$ cat config.mk
export PLATFORM = sky130hd
export DESIGN_NAME = qmem_sram_bridge
export DESIGN_NICKNAME = d
export VERILOG_FILES = /design/src/rtl/qmem_sram_bridge.sv
export SDC_FILE = /design/constraint.sdc
export NUM_CORES = 1
export LEC_CHECK = 0
export CAP_MARGIN = 0
export CORE_MARGIN = 2
export CORE_UTILIZATION = 46
export DETAILED_ROUTE_END_ITERATION = 12
export PLACE_DENSITY = 0.78
export SLEW_MARGIN = 10
export SYNTH_ARGS = -nofsm -noshare
export SYNTH_HDL_FRONTEND = slang
export SYNTH_SLANG_ARGS = --single-unit
$ cat constraint.sdc
create_clock -name clk -period 4.7 [get_ports clk]
set_clock_uncertainty 0.2 [all_clocks]
set_input_delay 0.705 -clock clk [delete_from_list [all_inputs] [get_ports clk]]
set_output_delay 0.705 -clock clk [all_outputs]
set_load 0.02 [all_outputs]
$ cat src/rtl/qmem_sram_bridge.sv
// ---------------------------------------------------------------------------
// qmem_sram_bridge
//
// Bridges a 32-bit QMEM slave port to an external asynchronous 16-bit SRAM
// (256K x 16). Each QMEM word access becomes two 16-bit SRAM accesses, low
// half first then high half, followed by a one-cycle ack. The DQ tristate
// buffer is external and keys on sram_oe_n.
//
// Ports
//   clk, rst          : clock (rising edge), asynchronous active-high reset
//   adr, cs, we, sel  : QMEM request (byte address, request, write, byte enables)
//   dat_w / dat_r     : QMEM write data / read data (dat_r valid while ack=1)
//   ack, err          : transfer-complete pulse, bus error (always 0)
//   sram_adr          : SRAM halfword address {adr[18:2], half}
//   sram_ce_n/we_n/oe_n/ub_n/lb_n : SRAM strobes, active low
//   sram_dat_w / sram_dat_r       : SRAM write data / read data
// ---------------------------------------------------------------------------
module qmem_sram_bridge #(
    parameter int AW = 32,
    parameter int DW = 32,
    parameter int SW = 4
) (
    input  logic          clk,
    input  logic          rst,
    input  logic [AW-1:0] adr,
    input  logic          cs,
    input  logic          we,
    input  logic [SW-1:0] sel,
    input  logic [DW-1:0] dat_w,
    output logic [DW-1:0] dat_r,
    output logic          ack,
    output logic          err,
    output logic [17:0]   sram_adr,
    output logic          sram_ce_n,
    output logic          sram_we_n,
    output logic          sram_ub_n,
    output logic          sram_lb_n,
    output logic          sram_oe_n,
    output logic [15:0]   sram_dat_w,
    input  logic [15:0]   sram_dat_r
);

    typedef enum logic [1:0] {
        IDLE = 2'd0,
        LO   = 2'd1,
        HI   = 2'd2,
        DONE = 2'd3
    } state_t;

    state_t state_q, state_d;

    // Request latched on acceptance.
    logic [16:0]   wadr_q;
    logic          we_q;
    logic [SW-1:0] sel_q;
    logic [DW-1:0] wdat_q;

    // Next values of the registered outputs.
    logic [17:0]   sram_adr_d;
    logic          sram_ce_n_d, sram_we_n_d, sram_oe_n_d;
    logic          sram_ub_n_d, sram_lb_n_d;
    logic [15:0]   sram_dat_w_d;
    logic [DW-1:0] dat_r_d;
    logic          ack_d;

    logic          accept;

    // Handshake: a request is taken on a rising edge where the FSM is IDLE
    // and cs=1; adr/we/sel/dat_w are captured on that edge and may change
    // afterwards. The transfer always runs to completion (cs may drop) and
    // ack is high for exactly one cycle, 3 clocks after the accepting edge.
    // All outputs are registered off the FSM state, so they trail it by one
    // clock: the pins show the LO half while the FSM is in HI, the HI half
    // while it is in DONE, and ack rises as the FSM returns to IDLE. Hence a
    // cs held high is accepted on the edge that ends the ack cycle, giving
    // 4 clocks per word with no overlap of SRAM strobes.
    assign accept = (state_q == IDLE) && cs;

    // Bits outside the halfword-pair index carry no meaning for this SRAM.
    logic unused_adr;
    assign unused_adr = ^{adr[AW-1:19], adr[1:0]};

    assign err = 1'b0;

    // State register
    always_ff @(posedge clk or posedge rst) begin
        if (rst) begin
            state_q <= IDLE;
        end else begin
            state_q <= state_d;
        end
    end

    // Next-state logic
    always_comb begin
        state_d = state_q;
        case (state_q)
            IDLE:    if (accept) state_d = LO;
            LO:      state_d = HI;
            HI:      state_d = DONE;
            DONE:    state_d = IDLE;
            default: state_d = IDLE;
        endcase
    end

    // Request latch
    always_ff @(posedge clk or posedge rst) begin
        if (rst) begin
            wadr_q <= '0;
            we_q   <= 1'b0;
            sel_q  <= '0;
            wdat_q <= '0;
        end else if (accept) begin
            wadr_q <= adr[18:2];
            we_q   <= we;
            sel_q  <= sel;
            wdat_q <= dat_w;
        end
    end

    // Output logic: next value of every registered output
    always_comb begin
        sram_ce_n_d  = 1'b1;
        sram_we_n_d  = 1'b1;
        sram_oe_n_d  = 1'b1;
        sram_ub_n_d  = 1'b1;
        sram_lb_n_d  = 1'b1;
        sram_adr_d   = sram_adr;
        sram_dat_w_d = sram_dat_w;
        dat_r_d      = dat_r;
        ack_d        = (state_q == DONE);

        case (state_q)
            LO: begin
                sram_ce_n_d = 1'b0;
                sram_we_n_d = ~we_q;
                sram_oe_n_d = we_q;
                sram_lb_n_d = ~sel_q[0];
                sram_ub_n_d = ~sel_q[1];
                sram_adr_d  = {wadr_q, 1'b0};
                if (we_q) sram_dat_w_d = wdat_q[15:0];
            end
            HI: begin
                sram_ce_n_d = 1'b0;
                sram_we_n_d = ~we_q;
                sram_oe_n_d = we_q;
                sram_lb_n_d = ~sel_q[2];
                sram_ub_n_d = ~sel_q[3];
                sram_adr_d  = {wadr_q, 1'b1};
                if (we_q) sram_dat_w_d = wdat_q[31:16];
            end
            default: ;
        endcase

        // The pins trail the state by a clock, so while in HI the SRAM is
        // driving the low half and while in DONE it is driving the high half.
        // Unselected byte lanes read back as zero.
        if (!we_q) begin
            if (state_q == HI) begin
                dat_r_d[15:8]  = sel_q[1] ? sram_dat_r[15:8] : 8'h00;
                dat_r_d[7:0]   = sel_q[0] ? sram_dat_r[7:0]  : 8'h00;
            end else if (state_q == DONE) begin
                dat_r_d[31:24] = sel_q[3] ? sram_dat_r[15:8] : 8'h00;
                dat_r_d[23:16] = sel_q[2] ? sram_dat_r[7:0]  : 8'h00;
            end
        end
    end

    // Output registers
    always_ff @(posedge clk or posedge rst) begin
        if (rst) begin
            sram_ce_n  <= 1'b1;
            sram_we_n  <= 1'b1;
            sram_oe_n  <= 1'b1;
            sram_ub_n  <= 1'b1;
            sram_lb_n  <= 1'b1;
            sram_adr   <= '0;
            sram_dat_w <= '0;
            dat_r      <= '0;
            ack        <= 1'b0;
        end else begin
            sram_ce_n  <= sram_ce_n_d;
            sram_we_n  <= sram_we_n_d;
            sram_oe_n  <= sram_oe_n_d;
            sram_ub_n  <= sram_ub_n_d;
            sram_lb_n  <= sram_lb_n_d;
            sram_adr   <= sram_adr_d;
            sram_dat_w <= sram_dat_w_d;
            dat_r      <= dat_r_d;
            ack        <= ack_d;
        end
    end

endmodule

# [Word level (Yosys, flattened, before mapping)]
# Index checks and enable logic that the tools add are counted.
[totals] regBits=128 elab_cells=49 input_bits=88 output_inout_bits=73
[classes] bitwise_logic=6 reduce_logical=7 n_mux=15 n_eq_ne=6
[ops] cell="$pmux W18 S2" count=1
[ops] cell="$mux W16" count=2
[ops] cell="$mux W8" count=4
[ops] cell="$pmux W16 S2" count=1
[ops] cell="$pmux W2 S4" count=1
[ops] cell="$ne A2 B2 Y1 const B" count=3
[ops] cell="$not A1 Y1" count=6
[ops] cell="$reduce_and A3 Y1" count=2
[ops] cell="$eq A2 B2 Y1 const B" count=2
[ops] cell="$pmux W1 S2" count=2
[ops] cell="$mux W1" count=3
[ops] cell="$eq A2 B1 Y1 const B" count=1
[ops] cell="$logic_not A2 Y1" count=1
[ops] cell="$mux W2" count=1
[ops] cell="$reduce_and A2 Y1" count=1
[ops] cell="$reduce_bool A2 Y1" count=1
[ops] cell="$reduce_or A2 Y1" count=1
[ops] cell="$logic_and A1 B1 Y1" count=1

# [Depth between registers and ports, before layout]
[logic_depth] depth_word=4 ltp_mapped=6 ltp_nobuf=5

# [Least setup slack after synthesis]
# OpenSTA, ideal clock, no wires.
[synth_path] path_kind="reg2reg" start="reg state_q[0]" end="reg sram_dat_w[0]" setup_ns=0.125 t_required_ns=4.375 t_arrival_ns=1.582 synth_period_minus_slack_ns=1.907 slack_ns=2.793 stages_incl_launch_ff=7 path_buffers=2 path_cell_list="dfrtp_1 > inv_1 > ha_1 > buf_2 > o21ai_2 > buf_4 > mux2_2"
[synth_between] elab_chain_cells=3 word_cells_on_any_way=7 classes_between="eq/ne (4); mux (1); reduce/logical (2)"
[synth_rtl] item="start: declaration" line_no="50" text="state_t state_q, state_d;"
[synth_rtl] item="start signal: assignment" line_no="90" text="state_q <= state_d;"
[synth_rtl] item="$eq A2 B1 Y1 / $eq A2 B2 Y1 (equally long branches)" line_no="133" text="case (state_q)"
[synth_rtl] item="$ne A2 B2 Y1 (no source line) / $reduce_bool A2 Y1 (equally long branches)"
[synth_rtl] item="$reduce_and A3 Y1 (no source line)"
[synth_rtl] item="end signal: assignment" line_no="188" text="sram_dat_w <= sram_dat_w_d;"
[synth_rtl] item="end: declaration" line_no="39" text="output logic [15:0] sram_dat_w,"
# Parallel ways exist; a longest one is shown, timed or not.
# A chain may end at the register's enable or synchronous reset.

# [Worst setup path in the final report]
[layout_path] start="reg sram_lb_n" end="out sram_lb_n"
[layout_lines] item="start: declaration" line_no="37" text="output logic sram_lb_n,"
[layout_lines] item="start signal: assignment" line_no="186" text="sram_lb_n <= sram_lb_n_d;"
# No word-level cell between the ends.

==> impl_metrics.py <==
metrics = {
    "status": {
        "status": "finished, final reports clean",
    },
    "worst_setup_path": {
        "reg2reg_from": "state_q[0]$_DFFE_PP0P_",
        "crit_chain": "clkdlybuf4s50_1",
        "cp_data_arrival_time_ns": 1.66,
        "r2r_end": "sram_dat_w[6]$_DFFE_PP0P_",
        "end_kind": "output pin",
        "crit_family": "buffers and inverters",
        "max_stage_delay_ns": 0.63,
        "reg2regPathDepth": 4,
        "startpoint": "sram_lb_n$_DFF_PP1_",
        "worst-path-buf-inv": 1,
        "cp_max_fo": 1,
        "start_kind": "flop",
        "worst-r2r-setup-slack_ns": 2.15,
        "cp_data_required_time_ns": 3.80,
        "slowest_stage": "clkdlybuf4s50_1",
        "crit_type": "reg2out",
    },
    "final_layout": {
        "drive_gt1_share_pct": 26.8,
        "seq_area_um2": 3210,
        "multiInputGateArea_um2": 1770,
        "final_cell_count_no_fill": 674,
        "layout-area-overhead-vs-synth_pct": 41.0,
        "finish.utilization_pct": 66.7,
        "finalNetCount": 618,
        "num_antenna_cells": 0,
        "nFillCells": 813,
    },
    "sta": {
        "slew_headroom_pct": 23.6,
        "tightest_slew_ns": 1.15,
        "hold_ws_ns": 0.278,
        "fin_crit_sh_pct": 54.6,
        "finalHoldViolations": 0,
        "maxSlewViolCount": 0,
        "clock.fmax_ghz": 0.390,
        "rsz0062_at_grt": "no",
        "min_period_ns": 2.57,
        "setup_tns_ns": 0,
        "setup_violations": 0,
    },
    "pwr": {
        "irDropWorstVdd_mv": 0.340,
        "p_per_area_nw_per_um2": 777,
        "p_leak_uw": 0.00313,
    },
    "synthesis": {
        "avgSynthCellArea_um2": 13.6,
        "syn_nets": 473,
        "synth_top_area_share_pct": 60.0,
        "synth_common_cells": "123 x dfrtp_1, 97 x mux2_2, 67 x nand2_1",
        "synth_seq_area_share_pct": 62.6,
        "synth-main-ff-cell": "dfrtp_1",
        "ys_types": 22,
        "ys_warn_count": 0,
        "syn-cell-area_um2": 5130,
        "postSynthRegisterBits": 128,
        "synthArstFlopShare_pct": 100,
        "synth_top_area_cell": "dfrtp_1",
        "synth_cells": 378,
        "yosysMostFrequentCell": "dfrtp_1",
        "synth_edf_count": 0,
        "ys_top_cells_by_area": "dfrtp_1 60%, mux2_2 21%, nand2_1 4.9%",
    },
    "clocking": {
        "clk_pin_slew_ns": 0.06,
        "numCtsBuffers": 17,
        "ctsResizeCount": 0,
        "cts_buffer_depth": 2,
        "htreeDepth": 4,
        "cts_hold_buf": 0,
        "post_cts_buffers": 0,
        "clock_latency_ns": 0.51,
        "cts_tree": "done",
        "cts.sinks": 128,
        "cts_root_buffer": "clkbuf_8",
    },
    "grt": {
        "grt_pass1_wl_mm": 17.6,
        "antenna_found_initial": 0,
        "grt_max_degree": 61,
        "grt_overflow": 0,
        "grt.total_usage_pct": 19.4,
        "grt_pass1_vias": 3532,
    },
    "routing": {
        "drtPass1Iterations": 6,
        "postRouteAntennaNets": 0,
        "drt_iter0_drc": 157,
        "m1WireLength_mm": 4.57,
        "num_vias": 3407,
        "highest_layer": "met4",
        "route.met2.wl_mm": 5.67,
        "wl_mm": 11.1,
        "wl_per_cell_um": 16.4,
        "via_per_inst": 5.05,
        "drc": 0,
        "met3_length_um": 632,
    },
    "floorplanning": {
        "dieArea_um2": 12000,
        "io_pins": 161,
        "fp.dieH_um": 110,
        "coreArea_um2": 10800,
        "placementRows": 38,
        "die_width_um": 110,
        "start_util_pct": 47.3,
    },
    "placement": {
        "gp_congestion": 0.741,
        "post-dp-hpwl_mm": 7.45,
        "io_buffers": 144,
        "place_inst": 644,
    },
    "run": {
        "drv_cap": 0,
    },
    "worst_hold_path": {
        "min_from": "dat_r[18]$_DFFE_PP0P_",
        "hold_depth": 2,
        "hold_path_end": "dat_r[18]$_DFFE_PP0P_",
        "min_path_type": "reg2reg",
    },
}
==> worst reg2reg max path, delay by kind of cell (launching register included) <==
| kind | cells | cell delay [ns] |
|---|---|---|
| fa+ha+maj | 1 | 0.95 |
| buf+inv | 1 | 0.16 |
| flops | 1 | 0.41 |
| mux | 2 | 0.70 |
==> stage by stage <==
step	setup WS, ns	cell area, µm²	power (µW)
after floorplan	0.391	5130	3510
after global placement	1.85	6650	4280
after detailed placement	1.81	6650	4390
after CTS	2.12	7230	5680
after global routing	2.06	7230	5960
final	2.13	7230	5620
==> worst max-delay path by stage <==
stage / end / slack [ns] / cells past startpoint
finish: sram_lb_n / 2.13 / 1
global route: sram_dat_w[6]$_DFFE_PP0P_ / 2.06 / 4
CTS: sram_lb_n / 2.12 / 1
detailed placement: wdat_q[7]$_DFFE_PP0P_ / 1.81 / 4
global placement: wdat_q[26]$_DFFE_PP0P_ / 1.85 / 4
floorplan: ack$_DFF_PP0_ / 0.39 / 1
==> cell families (layout without fill, tap and decap cells) <==
family,after synthesis,count (layout),synth area share [%]
fa+ha+maj,7,7,1.71
flops,128,128,62.6
compound gates,37,37,3.83
other cells,1,1,0.0732
simple gates,73,73,5.56
buf+inv,28,184,2.86
mux,104,104,23.4
==> where the power goes <==
group / internal, µW / total (µW) / switching, µW
Combinational: 1290 / 2380 / 1080
Sequential: 1660 / 1990 / 322
Clock: 817 / 1250 / 434
==> registers in the layout, indices dropped and copies added, names as in the netlist <==
signal,cells
ack,1
dat_r,32
sel_q,4
sram_adr,18
sram_ce_n,1
sram_dat_w,16
sram_lb_n,1
sram_oe_n,1
sram_ub_n,1
sram_we_n,1
state_q,2
wadr_q,17
wdat_q,32
we_q,1
==> placed cells by master, fill, tap and decap left out <==
master	instances
nor2_1	1
buf_4	4
nand2_2	1
nand2b_1	3
mux2_2	97
clkinv_2	2
conb_1	1
o221ai_1	2
bufinv_16	2
clkbuf_1	3
inv_1	5
dfstp_2	5
o21ai_2	1
dfrtp_1	123
inv_4	1
o21ai_0	33
nor3_1	1
clkdlybuf4s50_1	144
clkbuf_8	6
clkinvlp_4	1
ha_1	7
nand2_1	66
a21oi_1	1
mux2_4	7
clkbuf_16	16
nor2b_1	1
==> layer usage <==
| layer | vias to the layer above | track usage (%) |
|---|---|---|
| met5 | - | 0 |
| met4 | 0 | 7.50 |
| met3 | 18 | 5.63 |
| met2 | 116 | 32.4 |
| met1 | 1706 | 23.8 |
| li1 | 1567 | - |
==> final cells by class <==
type | count | area share [%]
sequential | 128 | 44.4
clock inverter | 5 | 1.07
clock buffer | 25 | 6.84
timing repair buffer | 148 | 20.4
multi-input combinational | 222 | 24.5
tap | 140 | 2.42
inverter | 6 | 0.346
(Power assumes the default switching activity.)
